$ cat config.mk
export PLATFORM = sky130hd
export DESIGN_NAME = pipe_hazard_ctrl
export DESIGN_NICKNAME = d
export VERILOG_FILES = /design/src/rtl/pipe_hazard_ctrl.sv
export SDC_FILE = /design/constraint.sdc
export NUM_CORES = 1
export LEC_CHECK = 0
export CORE_MARGIN = 2
export CORE_UTILIZATION = 35
export CTS_CLUSTER_SIZE = 30
export DETAILED_ROUTE_END_ITERATION = 7
export PLACE_DENSITY_LB_ADDON = 0.05
export SLEW_MARGIN = 20
export SYNTH_ARGS = -nofsm -noshare
export SYNTH_HDL_FRONTEND = slang
export SYNTH_SLANG_ARGS = --single-unit
export TNS_END_PERCENT = 10
$ cat constraint.sdc
create_clock -name i_clk -period 2.1 [get_ports i_clk]
set_input_delay 0.21 -clock i_clk [delete_from_list [all_inputs] [get_ports i_clk]]
set_output_delay 0.21 -clock i_clk [all_outputs]
set_load 0.05 [all_outputs]
$ cat src/rtl/pipe_hazard_ctrl.sv
// pipe_hazard_ctrl
//   Hazard and trap sequencer for the 5-stage pipeline. It drives the stall and
//   flush controls of the stage registers and the PC source select. It resolves
//   load-use, taken-branch, multicycle-EX busy, imem wait and refill stalls.
//   A small FSM sequences trap entry (MEM exception) and mret return.
//
// Ports
//   i_clk, i_rst_n          clock, async active-low reset
//   i_clk_en                FSM/counter advance enable
//   i_rs1_d, i_rs2_d        ID source registers
//   i_rd_e, i_mem_read_e    EX destination / EX is a load
//   i_branch_taken_e        EX taken branch or jump
//   i_div_busy_e            multicycle EX unit busy
//   i_imem_ready_f          instruction memory data valid
//   i_exception_code_m      MEM exception code (P_NO_E = none)
//   i_mret_m                mret at MEM
//   o_pc_stall .. o_ex_mem_flush  stage register controls
//   o_exception_f_stall     fetch-side stall during refill
//   o_pc_sel                00 PC+4, 01 branch, 10 trap vector, 11 mepc
//   o_trap_enter            one-cycle pulse for CSR mepc/mcause capture
//   o_state                 FSM state (debug)
module pipe_hazard_ctrl #(
   parameter logic [3:0] P_NO_E   = 4'd0,
   parameter int         P_REFILL = 2
) (
   input  logic       i_clk,
   input  logic       i_rst_n,
   input  logic       i_clk_en,
   input  logic [4:0] i_rs1_d,
   input  logic [4:0] i_rs2_d,
   input  logic [4:0] i_rd_e,
   input  logic       i_mem_read_e,
   input  logic       i_branch_taken_e,
   input  logic       i_div_busy_e,
   input  logic       i_imem_ready_f,
   input  logic [3:0] i_exception_code_m,
   input  logic       i_mret_m,
   output logic       o_pc_stall,
   output logic       o_if_id_stall,
   output logic       o_if_id_flush,
   output logic       o_id_ex_stall,
   output logic       o_id_ex_flush,
   output logic       o_ex_mem_flush,
   output logic       o_exception_f_stall,
   output logic [1:0] o_pc_sel,
   output logic       o_trap_enter,
   output logic [1:0] o_state
);

   typedef enum logic [1:0] {
      S_RUN      = 2'b00,
      S_TRAP     = 2'b01,
      S_REDIRECT = 2'b10,
      S_REFILL   = 2'b11
   } state_t;

   localparam logic [2:0] LP_CNT_LOAD = 3'(P_REFILL - 1);

   state_t     r_state;
   logic [2:0] r_cnt;
   logic       r_ret;   // redirect target is mepc (mret) rather than trap vector

   logic w_exc;
   logic w_load_use;

   assign w_exc      = (i_exception_code_m != P_NO_E);
   assign w_load_use = i_mem_read_e && (i_rd_e != 5'd0) &&
                       ((i_rd_e == i_rs1_d) || (i_rd_e == i_rs2_d));

   // Requests arriving outside RUN are dropped: the flushes already removed them.
   always_ff @(posedge i_clk or negedge i_rst_n) begin
      if (!i_rst_n) begin
         r_state <= S_RUN;
         r_cnt   <= 3'd0;
         r_ret   <= 1'b0;
      end else if (i_clk_en) begin
         unique case (r_state)
            S_RUN: begin
               if (w_exc) begin
                  r_state <= S_TRAP;
               end else if (i_mret_m) begin
                  r_state <= S_REDIRECT;
                  r_ret   <= 1'b1;
               end
            end
            S_TRAP: begin
               r_state <= S_REDIRECT;
               r_ret   <= 1'b0;
            end
            S_REDIRECT: begin
               r_state <= S_REFILL;
               r_cnt   <= LP_CNT_LOAD;
            end
            S_REFILL: begin
               if (r_cnt == 3'd0) r_state <= S_RUN;
               else               r_cnt   <= r_cnt - 3'd1;
            end
            default: r_state <= S_RUN;
         endcase
      end
   end

   always_comb begin
      o_pc_stall          = 1'b0;
      o_if_id_stall       = 1'b0;
      o_if_id_flush       = 1'b0;
      o_id_ex_stall       = 1'b0;
      o_id_ex_flush       = 1'b0;
      o_ex_mem_flush      = 1'b0;
      o_exception_f_stall = 1'b0;
      o_pc_sel            = 2'b00;
      o_trap_enter        = 1'b0;
      unique case (r_state)
         S_RUN: begin
            if (w_exc) begin
               // Exception beats a same-cycle branch; PC select stays 00.
               o_if_id_flush  = 1'b1;
               o_id_ex_flush  = 1'b1;
               o_ex_mem_flush = 1'b1;
               o_trap_enter   = 1'b1;
               o_pc_stall     = 1'b1;
            end else if (i_mret_m) begin
               o_if_id_flush  = 1'b1;
               o_id_ex_flush  = 1'b1;
               o_ex_mem_flush = 1'b1;
               o_pc_stall     = 1'b1;
            end else if (i_branch_taken_e) begin
               o_pc_sel      = 2'b01;
               o_if_id_flush = 1'b1;
               o_id_ex_flush = 1'b1;
            end else if (i_div_busy_e) begin
               // Busy freezes ID/EX, so a pending load-use bubble waits for it.
               o_pc_stall    = 1'b1;
               o_if_id_stall = 1'b1;
               o_id_ex_stall = 1'b1;
            end else if (w_load_use) begin
               o_pc_stall    = 1'b1;
               o_if_id_stall = 1'b1;
               o_id_ex_flush = 1'b1;
            end else if (!i_imem_ready_f) begin
               o_pc_stall    = 1'b1;
               o_if_id_flush = 1'b1;
            end
         end
         S_TRAP: begin
            o_if_id_flush  = 1'b1;
            o_id_ex_flush  = 1'b1;
            o_ex_mem_flush = 1'b1;
            o_pc_stall     = 1'b1;
         end
         S_REDIRECT: begin
            o_pc_sel      = r_ret ? 2'b11 : 2'b10;
            o_if_id_flush = 1'b1;
         end
         S_REFILL: begin
            o_exception_f_stall = 1'b1;
            o_if_id_flush       = 1'b1;
            // Release the PC on the last refill cycle so issue resumes in RUN.
            o_pc_stall          = (r_cnt != 3'd0);
         end
         default: ;
      endcase
   end

   assign o_state = r_state;

endmodule

==> metrics.csv, run 1 <==
metric;value;unit
status;finished, final reports clean;
dp_hpwl;1480;um
setup_viol_count_final;0;
max_freq;491;MHz
synthTopCellsByCount;nand2_1, dfrtp_1, ha_1, inv_1, xor2_1;
maxCapViolCount;0;
tightest_slew;0.511;ns
worstPathArrival;1.83;ns
cp_cell_sequence;buf_4 > ha_2 > a21o_1 > o41a_2 > buf_8;
num_rows;15;
yosysMostFrequentCell;nand2_1;
dp.cells;152;
gr-usage-all-layers;17.0;%
syn_inst;80;
clkTransAtPathRegs;0.05;ns
synth_edf_count;0;
tns;0;ns
nets;168;
antenna_left;0;
min_path_type;in -> async;
yosysTopAreaCellShare;22.0;%
first_iter_violations;5;
pwr_density_cell;1200;nW/um2
io_buffers;38;
clk_latency;0.24;ns
drtPass1Iterations;4;
gp_congestion;0.701;
dpl_cell_area;1200;um2
hold_buffers;0;
avgSynthCellArea;8.52;um2
clock-sinks;6;
vias;785;
ir_drop;0.00114;V
via_per_inst;4.97;
synth.yosys.seq_area_share;22.0;%
fin_cells;158;
critPathRequiredTime;1.89;ns
initial_core_util;38.2;%
period_needed;2.04;ns
cpMaxStageDelayCell;o41a_2;
n_fill_cell;149;
ys_ff_latch;6;
dp_slack;-0.120;ns
grt_pass1_vias;701;
synth_fp_nets;113;
r2r_setup_slack;0.39;ns
die_w;48.1;um
setup_ws;0.0630;ns
antenna_found_initial;0;
period_share;97.0;%
ios;39;
finalClockSkew;0.00298;ns
syn_area;682;um2
cp_max_fo;5;
synth_ff_type;dfrtp_1;
fin_area;1280;um2
synth_area_leader_cell;dfrtp_1;
cts_root_buf;clkbuf_4;
timing_max_transition_violations_final;0;
wire_per_inst;11.2;um
drive_above_1_share;30.1;%
clockBufferDepth;2;
die_h;48.1;um
ys_warn_count;0;
regArea;151;um2
hold_viol;0;
slew_headroom;65.8;%
antenna_cells;0;
drc_errors;0;
syn_to_final_growth;87.5;%
synth_cell_types;33;
leakage;0.000565;uW
grt_max_degree;8;
multi_input_area;537;um2
netlist_top_cells_area;dfrtp_1, ha_1, xor2_1, xnor2_1, nor2b_1;
routed_wl;1770;um
cts_htree_levels;1;
overflow;0;
cp-end-kind;primary output;
numCtsBuffers;3;
grt_pass1_wl;2810;um
cts_tree;done;
async_flop_share;100;%
die_area;2320;um2
critPathLaunchType;flip-flop;
max_stage_delay;0.50;ns
design.core.area;1780;um2
crit_type;reg -> out;
[state kept, by name, summed over array words and instances (netlist names)]
signal   count
o_state      2
r_ret        1
r_cnt        3
[worst max-delay path, delay by kind of cell (launching register included)]
| kind | cells | cell delay, ns |
|---|---|---|
| fa+ha+maj | 1 | 0.21 |
| buf+inv | 2 | 0.31 |
| compound gates | 2 | 0.67 |
| flops | 1 | 0.40 |
[cells in the final DEF (no fill, tap or decap), types with 2 or more instances in the layout]
cell type,n
dlygate4sd2_1,6
nand2_1,8
clkdlybuf4s50_1,21
xor2_1,6
nor2b_1,5
clkbuf_4,3
dfrtp_1,5
nand3_1,2
o21ai_0,3
nor2_1,2
o21ai_1,5
buf_12,4
dlymetal6s2s_1,2
inv_1,6
ha_2,3
ha_1,3
buf_4,16
nand2b_1,3
xnor2_1,4
[through the flow]
stage               power (uW)  util (%)  hold slack [ns]
finish                    1530      71.7            0.213
global route              1630      71.7            0.232
CTS                       1490      68.9            0.213
detailed placement        1320      67.4            0.466
global placement          1300      67.4            0.462
floorplan                  947         -          -0.0856
[power by group]
part	switching [uW]	internal, uW	total, uW
logic	693	516	1210
clock network	43.2	64.8	108
registers	45.8	170	215
total	782	751	1530
[cells by family after synthesis]
| kind of cell | Yosys count | share of synthesized area [%] |
|---|---|---|
| AND/OR/NAND/NOR | 29 | 26.1 |
| AO/OA/AOI/OAI | 20 | 21.1 |
| XOR/XNOR | 10 | 12.8 |
| buffers and inverters | 7 | 3.85 |
| adder cells (fa/ha/maj) | 6 | 11.0 |
| flip-flops | 6 | 22.0 |
| multiplexers | 2 | 3.12 |
[worst paths after layout]
check | from | end | cells past startpoint
max | o_state[0]$_DFFE_PN0P_ | o_pc_stall | 5
min | i_rst_n | r_cnt[2]$_DFFE_PN0P_ | 1
max reg2reg | o_state[0]$_DFFE_PN0P_ | o_state[1]$_DFFE_PN0P_ | 7
min reg2reg | r_cnt[0]$_DFFE_PN0P_ | r_cnt[0]$_DFFE_PN0P_ | 1
max in group asynchronous | i_rst_n | o_state[1]$_DFFE_PN0P_ | 1
min in group i_clk | r_cnt[0]$_DFFE_PN0P_ | r_cnt[0]$_DFFE_PN0P_ | 1
[final cells by class]
class | count | area share, %
multi-input combinational | 67 | 42.0
inverter | 6 | 1.76
tap | 25 | 2.45
sequential | 6 | 11.8
timing repair buffer | 51 | 40.2
clock buffer | 3 | 1.76
[metal layers]
metal | track usage [%] | share of wire, % | vias to the layer above
met5 | 0 | 0 | -
met4 | 4.86 | 0 | 0
met3 | 4.07 | 9.4 | 0
met2 | 29.2 | 50 | 37
met1 | 21.0 | 41 | 360
li1 | - | - | 388
[repair_timing]
action                                  4_1_cts  5_1_grt
buffers inserted                              0        3
resized for setup                            10        9
endpoints found under the setup margin        5        5
pin swaps                                     5        4
No activity file was read; power rests on OpenSTA's default activity.
==> inputs of run 2 (changes only) <==
--- a/config.mk
+++ b/config.mk
@@ -6,7 +6,7 @@
 export NUM_CORES = 1
 export LEC_CHECK = 0
 export CORE_MARGIN = 2
-export CORE_UTILIZATION = 35
+export CORE_UTILIZATION = 37
 export CTS_CLUSTER_SIZE = 30
 export DETAILED_ROUTE_END_ITERATION = 7
 export PLACE_DENSITY_LB_ADDON = 0.05
==> metrics.csv, run 2 (synthesized netlist as in run 1, its figures left out) <==
metric;value;unit
die_w;46.9;um
status;finished, final reports clean;
fin_cells;158;
gr-usage-all-layers;16.6;%
final_cell_mix;clkdlybuf4s50_1, buf_4, nand2_1;
reg2reg_depth;7;
r2r_setup_slack;0.29;ns
hold_buffers;0;
maxCapViolCount;0;
cp_cell_sequence;clkdlybuf4s50_1 > nor4_4 > nand2b_1 > a21o_1 > o41a_2 > buf_8;
cp-end-kind;primary output;
critPathLaunchType;input pin;
via_per_inst;4.89;
cp_max_fo;4;
path_buf_inv;2;
cts_root_buf;clkbuf_4;
min_path_type;in -> async;
clk_latency;0.26;ns
layout_commonest_cell;clkdlybuf4s50_1;
grt_pass1_vias;664;
period_needed;2.08;ns
hold_viol;0;
clkTransAtPathRegs;0.05;ns
grt_pass1_wl;2560;um
period_share;98.9;%
design.core.area;1730;um2
numCtsBuffers;3;
cts_htree_levels;1;
wire_per_inst;11.9;um
pwr_density_cell;1200;nW/um2
tightest_slew;0.508;ns
crit_family;compound AO/OA/AOI/OAI gates;
finalClockSkew;0.0119;ns
overflow;0;
initial_core_util;39.5;%
syn_to_final_growth;87.2;%
antenna_left;0;
cpMaxStageDelayCell;o41a_2;
tns;0;ns
routed_wl;1890;um
antenna_found_initial;0;
setup_viol_count_final;0;
max_freq;481;MHz
ir_drop;0.00102;V
timing_max_transition_violations_final;0;
rsz0062_at_grt;yes;
drc_errors;0;
dp.cells;153;
vias;772;
top_register;r_cnt;
cp_num_cells;6;
worstPathArrival;1.87;ns
first_iter_violations;4;
leakage;0.000561;uW
max_stage_delay;0.50;ns
nets;168;
die_area;2200;um2
slew_headroom;66.0;%
num_rows;15;
drive_above_1_share;27.1;%
cts_tree;done;
crit_type;in -> out;
n_fill_cell;148;
grt_max_degree;8;
critPathRequiredTime;1.89;ns
io_buffers;38;
die_h;46.9;um
drtPass1Iterations;4;
clock-sinks;6;
clockBufferDepth;2;
hold_slack;0.196;ns
largest_reg_flops;3;
dp_hpwl;1530;um
antenna_cells;0;
ios;39;
gp_congestion;0.754;
run 2: worst paths after layout:
| kind | from | to |
|---|---|---|
| min in group i_clk | r_cnt[0]$_DFFE_PN0P_ | r_cnt[0]$_DFFE_PN0P_ |
| max in group asynchronous | i_rst_n | r_cnt[0]$_DFFE_PN0P_ |
| max reg2reg | o_state[0]$_DFFE_PN0P_ | o_state[1]$_DFFE_PN0P_ |
| max | i_exception_code_m[1] | o_pc_stall |
| min | i_rst_n | r_ret$_DFFE_PN0P_ |
| min reg2reg | r_cnt[0]$_DFFE_PN0P_ | r_cnt[0]$_DFFE_PN0P_ |
run 2: per-layer routing:
metal  vias up  part of all wire [%]  wire [um]  track usage [%]
met2        33                    50        945             30.1
met3         0                   8.7        164             6.54
met4         0                     0          0             1.67
met5         -                     0          0                0
li1        387                     -          -                -
met1       352                    41        776             18.9
run 2: report_power, final:
| group | total, uW | internal (uW) | switching, uW |
|---|---|---|---|
| Combinational | 1200 | 504 | 695 |
| Clock | 113 | 65.1 | 47.6 |
| Sequential | 215 | 168 | 47.3 |
run 2: what timing repair did:
item / CTS / global route
cloned: 0 / 0
gates resized for setup: 14 / 3
setup endpoints to repair: 5 / 4
pin swaps: 5 / 0
setup buffers: 1 / 1
run 2: layout make-up:
type | count | area [um2] | area share, %
Sequential cell | 6 | 150 | 11.8
Inverter | 6 | 22.5 | 1.76
Multi-Input combinational cell | 67 | 539 | 42.3
Tap cell | 25 | 31.3 | 2.45
Timing Repair Buffer | 51 | 510 | 40.0
Clock buffer | 3 | 22.5 | 1.76
run 2: through the flow:
stage / power, uW / cell area, um2 / utilization (%) / setup slack (ns)
finish: 1530 / 1280 / 73.9 / 0.0230
global route: 1630 / 1280 / 73.9 / -0.0416
CTS: 1500 / 1260 / 72.8 / 0.0323
detailed placement: 1330 / 1210 / 70.0 / -0.122
global placement: 1310 / 1210 / 70.0 / -0.111
floorplan: 947 / 691 / - / -0.151
run 2: worst reg2reg max path: cells and delay by family (launching register included):
kind          cells  cell delay (ns)
fa+ha+maj         1             0.25
buf+inv           3             0.44
flops             1             0.42
mux               1             0.34
simple gates      2             0.22
==> inputs of run 3 (changes only) <==
==> constraint.sdc (replaced) <==
create_clock -name i_clk -period 2.3 [get_ports i_clk]
set_input_delay 0.23 -clock i_clk [delete_from_list [all_inputs] [get_ports i_clk]]
set_output_delay 0.23 -clock i_clk [all_outputs]
set_load 0.05 [all_outputs]
==> metrics.csv, run 3 (synthesized netlist as in run 1, its figures left out) <==
metric;value;unit
status;finished, final reports clean;
r2r_end;o_state[1]$_DFFE_PN0P_;
cts_root_buf;clkbuf_4;
clock-sinks;6;
dp_slack;-0.0120;ns
ir_drop;0.000945;V
drc_errors;0;
p_sw;684;uW
wire_per_inst;10.8;um
critPathRequiredTime;2.07;ns
syn_to_final_growth;77.8;%
cts_tree;done;
die_w;46.9;um
period_needed;2.24;ns
p_clk_share;7.0;%
worstPathArrival;2.01;ns
cts_htree_levels;1;
tightest_slew;0.509;ns
cp_cell_sequence;clkdlybuf4s50_1 > or4_4 > o21ai_2 > a21oi_2 > o41a_2 > buf_8;
routed_wl;1640;um
top_register;r_cnt;
use_met3;6.15;%
grt.busiest_layer;met2;
gr-usage-all-layers;16.4;%
cpMaxStageDelayCell;or4_4;
largest_reg_flops;3;
clockBufferDepth;2;
dp_hpwl;1430;um
die_h;46.9;um
pwr_density_cell;1080;nW/um2
drtPass1Iterations;2;
finalClockSkew;0.00116;ns
slew_headroom;65.9;%
layout_commonest_cell;clkdlybuf4s50_1;
fin_area;1210;um2
final_cell_mix;clkdlybuf4s50_1, buf_4, nand2_1;
p_comb_share;78.0;%
grt_max_degree;13;
io_buffers;38;
clk_latency;0.24;ns
vias;722;
clkTransAtPathRegs;0.04;ns
setup_viol_count_final;0;
dpl_cell_area;1170;um2
overflow;0;
hold_viol;0;
drive_above_1_share;21.4;%
design.core.area;1730;um2
grtUsageMet2;29.0;%
internal-power;626;uW
numCtsBuffers;3;
switching_share;52.2;%
first_iter_violations;8;
fin_util;70.2;%
antenna_found_initial;0;
r2r_setup_slack;0.55;ns
grt_pass1_vias;679;
cp-end-kind;primary output;
setup_ws;0.0619;ns
path_buf_inv;2;
num_rows;15;
period_share;97.3;%
crit_type;in -> out;
min_path_type;in -> async;
cp_max_fo;4;
leakage;0.000513;uW
antenna_left;0;
nets;161;
ios;39;
antenna_cells;0;
gp_congestion;0.698;
p_seq_share;15.0;%
grt_pass1_wl;2660;um
reg2reg_depth;4;
maxCapViolCount;0;
critPathLaunchType;input pin;
via_per_inst;4.78;
r2r_start;o_state[1]$_DFFE_PN0P_;
timing_max_transition_violations_final;0;
n_fill_cell;143;
initial_core_util;39.5;%
post_cts.repair.setup_buffers;0;
max_stage_delay;0.54;ns
max_freq;447;MHz
tns;0;ns
grtUsageMet1;19.6;%
crit_family;compound AO/OA/AOI/OAI gates;
die_area;2200;um2
crit_start;i_rd_e[1];
-- run 3: cell count changes in the layout (fill, tap and decap cells not counted), sizes merged --
cell,delta
clkdlybuf4s50,+8
buf,-8
dlygate4sd2,-7
-- run 3: metal layers --
metal  up-vias  routed length, um
met1       317                667
met5         -                  0
met2        32                804
met4         0                  0
met3         0                165
li1        373                  -
-- run 3: through the flow --
| step | power, uW | cells | hold slack, ns |
|---|---|---|---|
| after floorplan | 864 | 80 | -0.0656 |
| after global placement | 1150 | 148 | 0.466 |
| after detailed placement | 1170 | 148 | 0.474 |
| after CTS | 1280 | 151 | 0.230 |
| after global routing | 1420 | 151 | 0.238 |
| final | 1310 | 151 | 0.230 |
-- run 3: worst max-delay path by stage --
| stage | endpoint | slack, ns | depth (start not counted) |
|---|---|---|---|
| floorplan | o_if_id_flush | -0.05 | 4 |
| global placement | o_pc_stall | 0.04 | 6 |
| detailed placement | o_pc_stall | -0.01 | 6 |
| CTS | o_pc_stall | 0.007 | 6 |
| global route | o_pc_stall | -0.002 | 6 |
| finish | o_pc_stall | 0.06 | 6 |
-- run 3: repair_timing --
item	in CTS	in global routing
hold buffers	0	0
endpoints found under the setup margin	1	4
endpoints found under the hold margin	0	0
pin swaps	0	4
gates resized for setup	1	6
-- run 3: power groups by stage --
| stage | registers [uW] | logic [uW] | clock network [uW] |
|---|---|---|---|
| final | 197 | 1020 | 91.3 |
| after global routing | 202 | 1100 | 110 |
| after CTS | 198 | 986 | 96.8 |
| after detailed placement | 198 | 969 | 0 |
| after global placement | 197 | 958 | 0 |
| after floorplan | 247 | 617 | 0 |
-- run 3: area by class of cell --
cell class / instances / area, um2 / area share, %
multi-input combinational: 67 / 520 / 42.9
inverter: 6 / 22.5 / 1.86
timing repair buffer: 44 / 465 / 38.4
clock buffer: 3 / 22.5 / 1.86
tap: 25 / 31.3 / 2.58
sequential: 6 / 150 / 12.4
-- run 3: worst reg2reg max path, delay by kind of cell (launching register included) --
| family | cells | cell delay, ns |
|---|---|---|
| AOI/OAI and AO/OA | 1 | 0.42 |
| adders and majority gates | 1 | 0.24 |
| DFF | 1 | 0.41 |
| muxes | 1 | 0.33 |
| and+or+nand+nor | 1 | 0.23 |
